<file path="config.mk">
export PLATFORM = sky130hd
export DESIGN_NAME = branch_predictor
export DESIGN_NICKNAME = d
export VERILOG_FILES = /design/src/rtl/branch_predictor.sv
export SDC_FILE = /design/constraint.sdc
export NUM_CORES = 1
export LEC_CHECK = 0
export BUFFER_PORTS_ARGS = -buffer_cell sky130_fd_sc_hd__buf_4
export CORE_ASPECT_RATIO = 0.7
export CORE_MARGIN = 2
export CORE_UTILIZATION = 54
export DETAILED_ROUTE_END_ITERATION = 16
export GPL_ROUTABILITY_DRIVEN = 0
export HOLD_SLACK_MARGIN = 0.1
export PLACE_DENSITY = 0.85
export SETUP_SLACK_MARGIN = 0.02
export SYNTH_ARGS = -nofsm -noshare
export SYNTH_HDL_FRONTEND = slang
export SYNTH_SLANG_ARGS = --single-unit
export TNS_END_PERCENT = 1
</file>
<file path="constraint.sdc">
create_clock -name clk -period 3.1 [get_ports clk]
set_input_delay 0.465 -clock clk [delete_from_list [all_inputs] [get_ports clk]]
set_output_delay 0.465 -clock clk [all_outputs]
set_load 0.02 [all_outputs]
</file>
<file path="src/rtl/branch_predictor.sv">
// Bimodal/gshare branch predictor with a sweep-initialised saturating-counter table.
// Define BP_GSHARE_EN to XOR a global history register into the lookup index.
module branch_predictor #(
    parameter int BHT_ADDR_BITS = 4,
    parameter int CTR_BITS      = 2,
    parameter int GHR_BITS      = 4
) (
    input  logic                     clk,
    input  logic                     resetn,
    input  logic [31:0]              lk_PC,
    output logic                     lk_predict,
    output logic [BHT_ADDR_BITS-1:0] lk_index,
    input  logic                     up_valid,
    input  logic [BHT_ADDR_BITS-1:0] up_index,
    input  logic                     up_taken,
    input  logic                     up_predict,
    output logic                     ready,
    output logic [31:0]              stat_branches,
    output logic [31:0]              stat_hits
);

    localparam int                     ENTRIES = 1 << BHT_ADDR_BITS;
    localparam logic [CTR_BITS-1:0]    CTR_MAX = '1;
    localparam logic [CTR_BITS-1:0]    CTR_WNT = CTR_MAX >> 1;

    typedef enum logic {S_INIT, S_RUN} state_t;

    state_t                   state_q, state_d;
    logic [BHT_ADDR_BITS-1:0] ptr_q, ptr_d;
    logic [31:0]              branches_q, branches_d;
    logic [31:0]              hits_q, hits_d;
    logic [CTR_BITS-1:0]      ctr_q [ENTRIES];

    logic                     wr_en;
    logic [BHT_ADDR_BITS-1:0] wr_idx;
    logic [CTR_BITS-1:0]      wr_val;
    logic [CTR_BITS-1:0]      cur;
    logic [BHT_ADDR_BITS-1:0] base_idx;
    logic                     upd_acc;

    // Only the word-index bits of the PC participate in indexing.
    logic unused_pc;
    assign unused_pc = ^{lk_PC[31:BHT_ADDR_BITS+2], lk_PC[1:0]};

    assign base_idx = lk_PC[BHT_ADDR_BITS+1:2];
    assign upd_acc  = (state_q == S_RUN) && up_valid;

`ifdef BP_GSHARE_EN
    logic [GHR_BITS-1:0] ghr_q, ghr_d;
    logic [GHR_BITS:0]   ghr_shift;

    assign ghr_shift = {ghr_q, up_taken};
    assign ghr_d     = upd_acc ? ghr_shift[GHR_BITS-1:0] : ghr_q;
    assign lk_index  = base_idx ^ {{(BHT_ADDR_BITS-GHR_BITS){1'b0}}, ghr_q};

    always_ff @(posedge clk or negedge resetn) begin
        if (!resetn) ghr_q <= '0;
        else         ghr_q <= ghr_d;
    end
`else
    assign lk_index = base_idx;
`endif

    assign ready         = (state_q == S_RUN);
    assign lk_predict    = (state_q == S_RUN) && ctr_q[lk_index][CTR_BITS-1];
    assign stat_branches = branches_q;
    assign stat_hits     = hits_q;

    always_comb begin
        state_d    = state_q;
        ptr_d      = ptr_q;
        branches_d = branches_q;
        hits_d     = hits_q;
        wr_en      = 1'b0;
        wr_idx     = ptr_q;
        wr_val     = CTR_WNT;
        cur        = ctr_q[up_index];
        case (state_q)
            S_INIT: begin
                wr_en = 1'b1;
                ptr_d = ptr_q + BHT_ADDR_BITS'(1);
                if (ptr_q == '1) state_d = S_RUN;
            end
            S_RUN: begin
                if (up_valid) begin
                    wr_en  = 1'b1;
                    wr_idx = up_index;
                    if (up_taken) wr_val = (cur == CTR_MAX) ? cur : cur + CTR_BITS'(1);
                    else          wr_val = (cur == '0)      ? cur : cur - CTR_BITS'(1);
                    if (branches_q != '1) branches_d = branches_q + 32'd1;
                    if ((up_taken == up_predict) && (hits_q != '1)) hits_d = hits_q + 32'd1;
                end
            end
            default: state_d = S_INIT;
        endcase
    end

    always_ff @(posedge clk or negedge resetn) begin
        if (!resetn) begin
            state_q    <= S_INIT;
            ptr_q      <= '0;
            branches_q <= '0;
            hits_q     <= '0;
        end else begin
            state_q    <= state_d;
            ptr_q      <= ptr_d;
            branches_q <= branches_d;
            hits_q     <= hits_d;
        end
    end

    // Table contents are defined solely by the INIT sweep, so no reset here.
    always_ff @(posedge clk) begin
        if (wr_en) ctr_q[wr_idx] <= wr_val;
    end

endmodule

</file>
# Word level (Yosys, flattened, before mapping)
# Memory sizes are Yosys's and may differ from the RTL's.
# Index checks and enable logic that the tools add are counted.
[classes]
addsub = 5
eq_ne = 5
muxes = 13
bitwise = 1
reduce_logical = 5
[op_table]
columns = ["op", "n"]
rows = [
  ["32-bit by 1-bit adder with 32-bit output (second input constant)", 2],
  ["32-bit != test (second input constant)", 2],
  ["2-bit two-way mux", 5],
  ["4-bit two-way mux", 2],
  ["3-bit AND reduction", 2],
  ["1-bit two-way mux", 5],
  ["4-bit by 1-bit adder with 4-bit output (second input constant)", 1],
  ["4-bit == test (second input constant)", 1],
  ["2-bit by 1-bit adder with 2-bit output (second input constant)", 1],
  ["2-bit == test (second input constant)", 1],
  ["1-bit logical AND", 2],
  ["2-bit logical NOT", 1],
  ["1-bit case mux with 2 select lines", 1],
  ["2-bit by 1-bit subtractor with 2-bit output (second input constant)", 1],
  ["1-bit == test", 1],
  ["1-bit NOT", 1],
]
[word_totals]
ff_bits = 69
ram_bits = 32
out_inout_bits = 70
wordCells = 34
memories = 1
[mem_list]
columns = ["memory", "depth", "width", "read_ports", "rd_clocked_by_memory_dff", "wr", "line_no", "source"]
rows = [
  ["ctr_q", 16, 2, 2, 0, 1, "32", "logic [CTR_BITS-1:0] ctr_q [ENTRIES];"],
]

# Longest topological paths before layout
# An unclocked memory read counts as a cell.
[depth]
depth_word = 6
depth_mapped = 7
ltp_nobuf = 6

# Worst setup path before layout
# Ideal clock, no wire load.
[synth_path]
path_kind = "input to register"
startpoint = "input up_index[0]"
endpoint = "memory ctr_q[0][0], data pin"
setup_time_ns = 0.330
arrival_ns = 2.238
required_time_ns = 2.770
slack_ns = 0.532
stages = 6
n_path_buf = 1
path_cell_list = "buf_2 > mux4_2 > nand2_1 > and4_1 > a21oi_1 > o21ai_0"
[synth_between]
elab_chain_cells = 6
word_cells_on_any_way = 10
classes_between = "2 x add/sub; 1 x eq/ne; 5 x mux; 1 x reduce/logical; 1 x memory"
[synth_rtl]
columns = ["element", "line_no", "source"]
rows = [
  ["start, declared", "14", "input logic [BHT_ADDR_BITS-1:0] up_index,"],
  ["memory read 16 x 2 bit (*)", "n/a", ""],
  ["2-bit by 1-bit subtractor with 2-bit output, or another cell as far along", "89", "else wr_val = (cur == '0) ? cur : cur - CTR_BITS'(1);"],
  ["2-bit two-way mux (on tied branches)", "89, 88", ""],
  ["2-bit two-way mux (*)", "88", "if (up_taken) wr_val = (cur == CTR_MAX) ? cur : cur + CTR_BITS'(1);"],
  ["2-bit two-way mux (*)", "85", "if (up_valid) begin"],
  ["2-bit two-way mux (*)", "78", "case (state_q)"],
  ["named net wr_val[0]", "36", "logic [CTR_BITS-1:0] wr_val;"],
  ["end, declared", "32", ""],
]
# The timed path passes the listed nets; every way through them passes the cells marked *.

==> flow_summary.json <==
{
  "crit_path_start_kind": "register",
  "route.vias.total": 3724,
  "worstSetupPathType": "register to output pin",
  "synth_seq_cells": 101,
  "p_comb_share_pct": 16.2,
  "start_util_pct": 56.6,
  "rsz0062_at_grt": "false",
  "cts_buffers": 9,
  "worstRegToRegCells": 6,
  "hpwl_um": 7770,
  "grt_pass1_vias": 3538,
  "drc": 0,
  "power.density_mw_per_mm2": 560,
  "place_area_mm2": 0.00564,
  "synth-edff-count": 32,
  "grt_antenna_before_repair": 0,
  "hold_buffers": 0,
  "wl_per_cell_um": 18.1,
  "power_mw": 3.35,
  "clk_latency_ns": 0.35,
  "clockBufferDepth": 2,
  "internal-power_mw": 2.44,
  "clk_pin_slew_worst_paths_ns": 0.07,
  "cts_num_sinks": 101,
  "end_kind": "output pin",
  "io_pins": 111,
  "critPathLaunch": "ctr_q[2][1]$_DFFE_PP_",
  "cts_setup_buffers": 0,
  "outcome": "complete, no violations",
  "antenna_cells": 0,
  "grt_pass1_wl_um": 18500,
  "leakagePower_nw": 2.57,
  "synth_nets": 451,
  "ys_seq_area_share_pct": 55.1,
  "p_switching_mw": 0.908,
  "slew_headroom_pct": 39.5,
  "grt_max_degree": 70,
  "r2r_setup_slack_ns": 0.63,
  "dp_slack_ns": 0.295,
  "switching_share_pct": 27.1,
  "worstPathArrival_ns": 2.05,
  "die_area_mm2": 0.00983,
  "p_clk_share_pct": 36.5,
  "vias_per_cell": 6.01,
  "grt_usage_pct": 23.6,
  "drt_wl_total_um": 11200,
  "overflow": 0,
  "cts_tree": "yes",
  "die_y_um": 83.5,
  "syn_avg_cell_area_um2": 12.0,
  "ys_warn_count": 0,
  "worst_slack_ns": 0.587,
  "min_period_ns": 2.51,
  "synth_ff_type": "dfrtp_1",
  "endpoint": "lk_predict",
  "synthesis.area_mm2": 0.00488,
  "min_path_type": "input port to asynchronous set/reset pin",
  "dieWidth_um": 118,
  "drtIter0Drc": 244,
  "antenna_left": 0,
  "fin_crit_sh_pct": 81.1,
  "async_reset_ff_share_pct": 68.3,
  "finalHoldViolations": 0,
  "fp-row-count": 28,
  "tightest_slew_ns": 0.898,
  "fin_nets": 539,
  "layout-drive-gt1-share_pct": 26.0,
  "r2r-end": "ctr_q[14][0]$_DFFE_PP_",
  "ir_worst_vdd_uv": 412,
  "drv_cap": 0,
  "dr.pass1.iters": 5,
  "h-tree-depth": 3,
  "yosysUniqueCellTypes": 47,
  "core_area_mm2": 0.00862,
  "r2r_start": "ctr_q[7][0]$_DFFE_PP_",
  "slew_violations": 0,
  "io_buffers": 82,
  "area_delta_synth_final_pct": 22.5,
  "worstPathRequired_ns": 2.63,
  "clockRootBuffer": "clkbuf_16",
  "p_seq_share_pct": 47.3,
  "netlist_instances": 407,
  "ctsResizeCount": 0,
  "fmax_ghz": 0.398,
  "setup_viol": 0,
  "worstPathMaxFanout": 2,
  "skew_ns": 0.00740,
  "setup-tns-final_ns": 0,
  "fin_area_mm2": 0.00598
}
-- layer usage --
layer | track usage [%] | vias up | wire (um)
met5 | 0 | - | 0
met4 | 7.12 | 0 | 183
met3 | 6.15 | 22 | 956
met2 | 37.5 | 191 | 5180
met1 | 32.2 | 1830 | 4890
li1 | - | 1681 | -
-- power groups by stage --
stage	Combinational (mW)	Clock (mW)	Sequential [mW]
floorplan	0.221	0	1.66
global placement	0.513	0	1.59
detailed placement	0.532	0	1.61
CTS	0.542	1.24	1.58
global route	0.578	1.29	1.60
finish	0.541	1.22	1.58
-- synth_stat cells, types with 6 or more instances --
master | number | area (um^2)
nand3_1 | 29 | 145
edfxtp_1 | 32 | 961
xnor2_1 | 45 | 394
nand4_1 | 25 | 156
xor2_1 | 18 | 158
and3_1 | 9 | 56.3
and4_1 | 11 | 96.3
nor2_1 | 29 | 109
nand2_1 | 27 | 101
mux4_2 | 13 | 293
dfrtp_1 | 69 | 1730
clkbuf_1 | 7 | 26.3
nor3_1 | 17 | 85.1
and2_1 | 6 | 37.5
inv_1 | 7 | 26.3
-- cell type report --
cell class | count | area [um^2]
clock buffers | 12 | 289
repair buffers | 90 | 676
fillers | 640 | 2640
well taps | 120 | 150
clock inverters | 4 | 50.0
multi-input cells | 286 | 2100
inverters | 7 | 26.3
flip-flops and latches | 101 | 2690
-- placed cells by master, fill, tap and decap left out, types with 13 or more instances in the layout --
cell type / n
buf_4: 90
dfrtp_1: 69
edfxtp_1: 32
mux4_2: 13
nand2_1: 27
nand3_1: 29
nand4_1: 25
nor2_1: 29
nor3_1: 17
xnor2_1: 45
xor2_1: 18
-- worst max-delay path, cell delays in order, from the launching register on --
cell,delay [ns]
edfxtp_1,0.41
mux4_2,0.50
mux4_2,0.46
and2_1,0.17
buf_4,0.15
-- sequential cells by signal (all words and copies together) (netlist names) --
signal and count:
ctr_q 32, stat_branches 32, stat_hits 32, ptr_q 4, ready 1
-- cells by family (layout without fill, tap and decap cells) --
group           count (synthesis)  in the layout  share of synthesized area, %
mux                            16             16                          6.77
compound gates                 24             24                          3.59
flops                         101            101                          55.1
xor+xnor                       63             63                          11.3
fa+ha+maj                       3              3                         0.769
simple gates                  180            180                          20.6
buf+inv                        20            113                          1.87
-- how the worst min path moves through the flow --
| stage | slack [ns] | depth (start not counted) | to | start |
|---|---|---|---|---|
| after detailed placement | 0.49 | 1 | stat_branches[27]$_DFFE_PN0P_ | stat_branches[27]$_DFFE_PN0P_ |
| after global routing | 0.29 | 1 | stat_hits[24]$_DFFE_PN0P_ | resetn |
| after global placement | 0.48 | 1 | stat_hits[25]$_DFFE_PN0P_ | stat_hits[25]$_DFFE_PN0P_ |
| final | 0.23 | 1 | stat_hits[20]$_DFFE_PN0P_ | resetn |
| after CTS | 0.26 | 1 | stat_hits[20]$_DFFE_PN0P_ | resetn |
| after floorplan | 0.17 | 0 | ptr_q[0]$_DFFE_PN0N_ | resetn |
-- metrics by stage --
step | util, % | hold WS (ns) | instances
3_3_place_gp | 65.4 | 0.479 | 604
4_1_cts | 69.4 | 0.255 | 620
3_5_place_dp | 65.4 | 0.487 | 604
2_1_floorplan | - | 0.169 | 407
5_1_grt | 69.4 | 0.286 | 620
6_report | 69.4 | 0.229 | 620
Note: power is estimated with default switching activity, not from simulation.
